File: config.mk
export PLATFORM = sky130hd
export DESIGN_NAME = div_clk_meter
export DESIGN_NICKNAME = d
export VERILOG_FILES = /design/src/rtl/div_clk_meter_pkg.sv /design/src/rtl/div_clk_meter_sync.sv /design/src/rtl/div_clk_meter.sv
export SDC_FILE = /design/constraint.sdc
export NUM_CORES = 1
export LEC_CHECK = 0
export CORE_MARGIN = 2
export CORE_UTILIZATION = 40
export CTS_BUF_LIST = sky130_fd_sc_hd__clkbuf_8
export DETAILED_ROUTE_END_ITERATION = 6
export PLACE_DENSITY = 0.61
export SYNTH_ARGS = -nofsm -noshare
export SYNTH_HDL_FRONTEND = slang
export SYNTH_SLANG_ARGS = --single-unit
File: constraint.sdc
create_clock -name clk -period 2 [get_ports clk]
set_input_delay 0.3 -clock clk [delete_from_list [all_inputs] [get_ports clk]]
set_output_delay 0.3 -clock clk [all_outputs]
set_load 0.02 [all_outputs]
File: src/rtl/div_clk_meter_pkg.sv
// Shared types and defaults for the divided-clock period/duty meter.
package div_clk_meter_pkg;

    typedef enum logic [1:0] {
        IDLE = 2'd0,
        ARM  = 2'd1,
        MEAS = 2'd2
    } meas_state_t;

    localparam int CNT_W_DEF       = 16;
    localparam int SYNC_STAGES_DEF = 2;

endpackage

File: src/rtl/div_clk_meter_sync.sv
// N-stage flop synchronizer for a single asynchronous bit, async reset to 0.
module sync_ff #(
    parameter int STAGES = 2
) (
    input  logic clk,
    input  logic rst,
    input  logic d,
    output logic q
);

    logic [STAGES-1:0] sr;

    always_ff @(posedge clk or posedge rst) begin
        if (rst) sr <= '0;
        else     sr <= {sr[STAGES-2:0], d};
    end

    assign q = sr[STAGES-1];

endmodule

File: src/rtl/div_clk_meter.sv
// Measures period and high time of a slow asynchronous signal in clk cycles,
// one result per input cycle, with a timeout for missing rising edges.
module div_clk_meter
    import div_clk_meter_pkg::*;
#(
    parameter int          CNT_W       = CNT_W_DEF,
    parameter int          SYNC_STAGES = SYNC_STAGES_DEF,
    parameter int unsigned TIMEOUT     = 32'h0000_FFFF
) (
    input  logic             clk,
    input  logic             rst,
    input  logic             sig_in,
    input  logic             meas_en,
    output logic [CNT_W-1:0] period,
    output logic [CNT_W-1:0] high_time,
    output logic             meas_valid,
    output logic             timeout,
    output logic             busy
);

    localparam logic [CNT_W-1:0] TO_CNT = CNT_W'(TIMEOUT);
    localparam logic [CNT_W-1:0] ONE    = CNT_W'(1);

    logic             sig_s, sig_d, rise;
    meas_state_t      state, state_nxt;
    logic             start, report, expire;
    logic [CNT_W-1:0] cnt_p, cnt_h;

    // Synchronizer and edge register keep running in IDLE so enabling never sees a stale edge.
    sync_ff #(.STAGES(SYNC_STAGES)) u_sync (
        .clk (clk),
        .rst (rst),
        .d   (sig_in),
        .q   (sig_s)
    );

    always_ff @(posedge clk or posedge rst) begin
        if (rst) sig_d <= 1'b0;
        else     sig_d <= sig_s;
    end

    assign rise = sig_s & ~sig_d;

    always_ff @(posedge clk or posedge rst) begin
        if (rst) begin
            state <= IDLE;
            busy  <= 1'b0;
        end else begin
            state <= state_nxt;
            busy  <= (state_nxt != IDLE);
        end
    end

    // Disable overrides everything; in MEAS a rise beats a coincident timeout.
    always_comb begin
        state_nxt = state;
        start     = 1'b0;
        report    = 1'b0;
        expire    = 1'b0;
        if (!meas_en) begin
            state_nxt = IDLE;
        end else begin
            case (state)
                IDLE: state_nxt = ARM;
                ARM: if (rise) begin
                    state_nxt = MEAS;
                    start     = 1'b1;
                end
                MEAS: if (rise) begin
                    report = 1'b1;
                end else if (cnt_p == TO_CNT) begin
                    expire    = 1'b1;
                    state_nxt = ARM;
                end
                default: state_nxt = IDLE;
            endcase
        end
    end

    always_ff @(posedge clk or posedge rst) begin
        if (rst) begin
            cnt_p      <= '0;
            cnt_h      <= '0;
            period     <= '0;
            high_time  <= '0;
            meas_valid <= 1'b0;
            timeout    <= 1'b0;
        end else begin
            meas_valid <= report;
            timeout    <= expire;
            if (report) begin
                period    <= cnt_p;
                high_time <= cnt_h;
            end
            // The rise cycle itself is high and opens the next period.
            if (start || report) begin
                cnt_p <= ONE;
                cnt_h <= ONE;
            end else if (state_nxt == MEAS) begin
                cnt_p <= cnt_p + ONE;
                cnt_h <= cnt_h + {{(CNT_W-1){1'b0}}, sig_s};
            end else begin
                cnt_p <= '0;
                cnt_h <= '0;
            end
        end
    end

endmodule

==> impl_metrics.yaml, run 1 <==
run_status:
  outcome: "finished, final reports clean"
routing:
  via_per_inst: 4.94
  vias: 1984
  drcViolationCount: 0
  routed_wl_um: 5280
  wl_per_cell_um: 13.1
  drt-pass1-iter-count: 4
  dr.first_iter.drc_count: 136
  ant_nets: 0
timing:
  rsz0062_at_grt: "no"
  slew_headroom: 0.769
  hold_viol_final: 0
  period_needed_ps: 1900
  drv_slew: 0
  timing.fmax_ghz: 0.525
  fin_crit_sh: 0.952
  worst_pin_slew_ps: 347
  tns_ps: 0
  setup_viol: 0
  fin_worst_skew_ps: 9.71
floorplan:
  start_util: 0.416
  die_h_um: 91.0
  die_width_um: 91.0
  floorplan.die_area_um2: 8290
  rows: 31
  core_area_um2: 7290
  ios: 39
critical_path:
  crit_chain: "ha_1 -> nand3_2 -> or4b_4 -> or3_1 -> and4_1"
  crit_family: "simple AND/OR/NAND/NOR gates"
  critPathLaunchType: "flop"
  worst-setup-path-type: "flop to flop"
  cp_slowest_cell: "or4b_4"
  critPathCaptureType: "flop"
  worst-path-buf-inv: 0
  cp.arrival_ps: 2140
  cp.required_ps: 2230
  crit_fanout: 5
  crit_path_max_incr_delay_ps: 550
clocking:
  cts_buffers: 9
  clockBufferDepth: 2
  hold_buffers: 0
  cts_tree: "done"
  cts-resized-gates: 0
  cts_setup_buffers: 0
  cts_max_level: 3
  root_buffer: "clkbuf_8"
  cts_sinks: 72
  clock_latency_ps: 340
  clk_pin_slew_ps: 70
global_route:
  grt_max_degree: 45
  grt.total_usage: 0.147
  grt_pass1_wl_um: 9630
  grt_overflow: 0
  antenna_found_initial: 0
  first_global_vias: 1998
yosys:
  synth_nets: 252
  synth-seq-cells: 72
  yosysSeqAreaShare: 0.595
  synth_top_area_share: 0.595
  ys_types: 31
  postSynthCellCount: 245
  synth_area_per_cell_um2: 12.4
  synth_top_cell_by_area: "dfrtp_1"
  synth.top_cells.by_area: "dfrtp_1 59%, mux2_2 12%, xnor2_1 5.5%"
  syn_area_um2: 3030
  ys.warnings.count: 0
finish:
  final_nets: 305
  drive_above_1_share: 0.208
  antenna_cells: 0
  utilization: 0.519
  syn_to_final_growth_pct: 24.8
job:
  maxCapViolations: 0
pwr:
  peakVddDrop_uv: 450
  power_frac_comb: 0.028
  intPower_mw: 2.03
  pwr-share-clk: 0.402
  p_leak_nw: 1.61
  seq_power_share: 0.569
  swShare: 0.214
  power_density_nw_per_um2: 684
  p_switching_mw: 0.553
place:
  place_congestion: 0.879
  place_hpwl_um: 3610
  io_buffers: 38
worst_hold_path:
  worstHoldPathType: "flop to flop"
[cell usage after synthesis (all sizes together)]
library cell,number
or4b,1
o21ai,2
and4,2
buf,5
a221oi,1
nand3b,1
o22ai,1
mux2,32
dfrtp,72
and3,3
nand2b,1
or3,1
nor2b,1
inv,8
nand3,13
xnor2,19
or2,1
ha,3
nand2,8
a21oi,2
a31o,1
o2111a,1
nor2,36
nand4,8
nor3,8
nor4,6
xor2,8
[logic make-up after synthesis]
family,after synthesis,share of synthesized area
flops,72,0.595
compound gates,8,0.0219
fa+ha+maj,3,0.0124
mux,32,0.119
xor+xnor,27,0.0780
buf+inv,13,0.0223
simple gates,90,0.152
[stage by stage]
| stage | std cells | setup slack [ps] | hold WS (ps) | total power, mW | cell area [um2] |
|---|---|---|---|---|---|
| 2_1_floorplan | 245 | 101 | 331 | 1.54 | 3030 |
| 3_3_place_gp | 386 | 125 | 332 | 1.57 | 3600 |
| 3_5_place_dp | 386 | 93.0 | 336 | 1.58 | 3600 |
| 4_1_cts | 402 | 91.4 | 351 | 2.64 | 3780 |
| 5_1_grt | 402 | 0.616 | 356 | 2.71 | 3780 |
| 6_report | 402 | 96.7 | 352 | 2.58 | 3780 |
[placed cells by master, fill, tap and decap left out, types with 2 or more instances in the layout]
cell and count:
nor3_1 8, mux2_2 32, buf_4 7, inv_1 9, clkdlybuf4s50_1 38, nor4_1 6
nand4_1 7, clkbuf_8 12, buf_12 2, nand2_1 8, clkinvlp_4 2, nor2_1 35
xnor2_1 19, dfrtp_1 72, and4_1 2, and3_1 3, a21oi_1 2, nand3_1 12
ha_1 3, xor2_1 8
[worst reg2reg max path, stage by stage, from the launching register on]
cell and delay [ps]:
dfrtp_1 410, ha_1 220, nand3_2 90, or4b_4 550
or3_1 340, and4_1 180
[state kept, by name, summed over array words and instances (netlist names), 2 cells and up]
register	cells
cnt_h	16
cnt_p	16
high_time	16
period	16
state	2
u_sync.sr	2
[area by class of cell]
cell class | count | area, um2
Clock buffer | 12 | 165
Clock inverter | 4 | 20.0
Fill cell | 678 | 3510
Inverter | 8 | 33.8
Multi-Input combinational cell | 160 | 1160
Sequential cell | 72 | 1800
Tap cell | 99 | 124
Timing Repair Buffer | 47 | 473
[power groups by stage]
stage / sequential (mW) / clock, mW / combinational, mW
final: 1.47 / 1.04 / 0.0734
after CTS: 1.47 / 1.10 / 0.0772
after floorplan: 1.50 / 0 / 0.0402
after global placement: 1.50 / 0 / 0.0761
after detailed placement: 1.50 / 0 / 0.0774
after global routing: 1.47 / 1.15 / 0.0846
[path summary, 6_finish.rpt]
kind / startpoint / endpoint / slack [ps] / depth (start not counted)
hold reg to reg: u_sync.sr[0] / u_sync.sr[1] / 350 / 0
max in group asynchronous: rst / cnt_h[14] / 1310 / 3
hold / removal: u_sync.sr[0] / u_sync.sr[1] / 350 / 0
setup reg to reg: cnt_p[1] / cnt_p[0] / 100 / 5
min in group asynchronous: rst / state[0] / 360 / 3
setup / recovery: cnt_p[1] / cnt_p[0] / 100 / 5
[layer usage]
layer	GRT usage	wire length, um	vias up
li1	-	-	969
met1	0.193	2490	972
met2	0.224	2510	37
met3	0.0498	219	6
met4	0.0581	64	0
met5	0	0	-
(Power assumes the default switching activity.)
==> inputs of run 2 (changes only) <==
--- a/config.mk
+++ b/config.mk
@@ -8,6 +8,7 @@
 export CORE_MARGIN = 2
 export CORE_UTILIZATION = 40
 export CTS_BUF_LIST = sky130_fd_sc_hd__clkbuf_8
+export CTS_CLUSTER_DIAMETER = 150
 export DETAILED_ROUTE_END_ITERATION = 6
 export PLACE_DENSITY = 0.61
 export SYNTH_ARGS = -nofsm -noshare
==> results of run 2 <==
Same layout as run 1: the final DEF is identical, and so are final timing and power.
==> inputs of run 3 (changes only) <==
--- a/config.mk
+++ b/config.mk
@@ -11,6 +11,7 @@
 export CTS_CLUSTER_DIAMETER = 150
 export DETAILED_ROUTE_END_ITERATION = 6
 export PLACE_DENSITY = 0.61
+export SLEW_MARGIN = 15
 export SYNTH_ARGS = -nofsm -noshare
 export SYNTH_HDL_FRONTEND = slang
 export SYNTH_SLANG_ARGS = --single-unit
==> results of run 3 <==
Same layout as run 1: the final DEF is identical, and so are final timing and power.
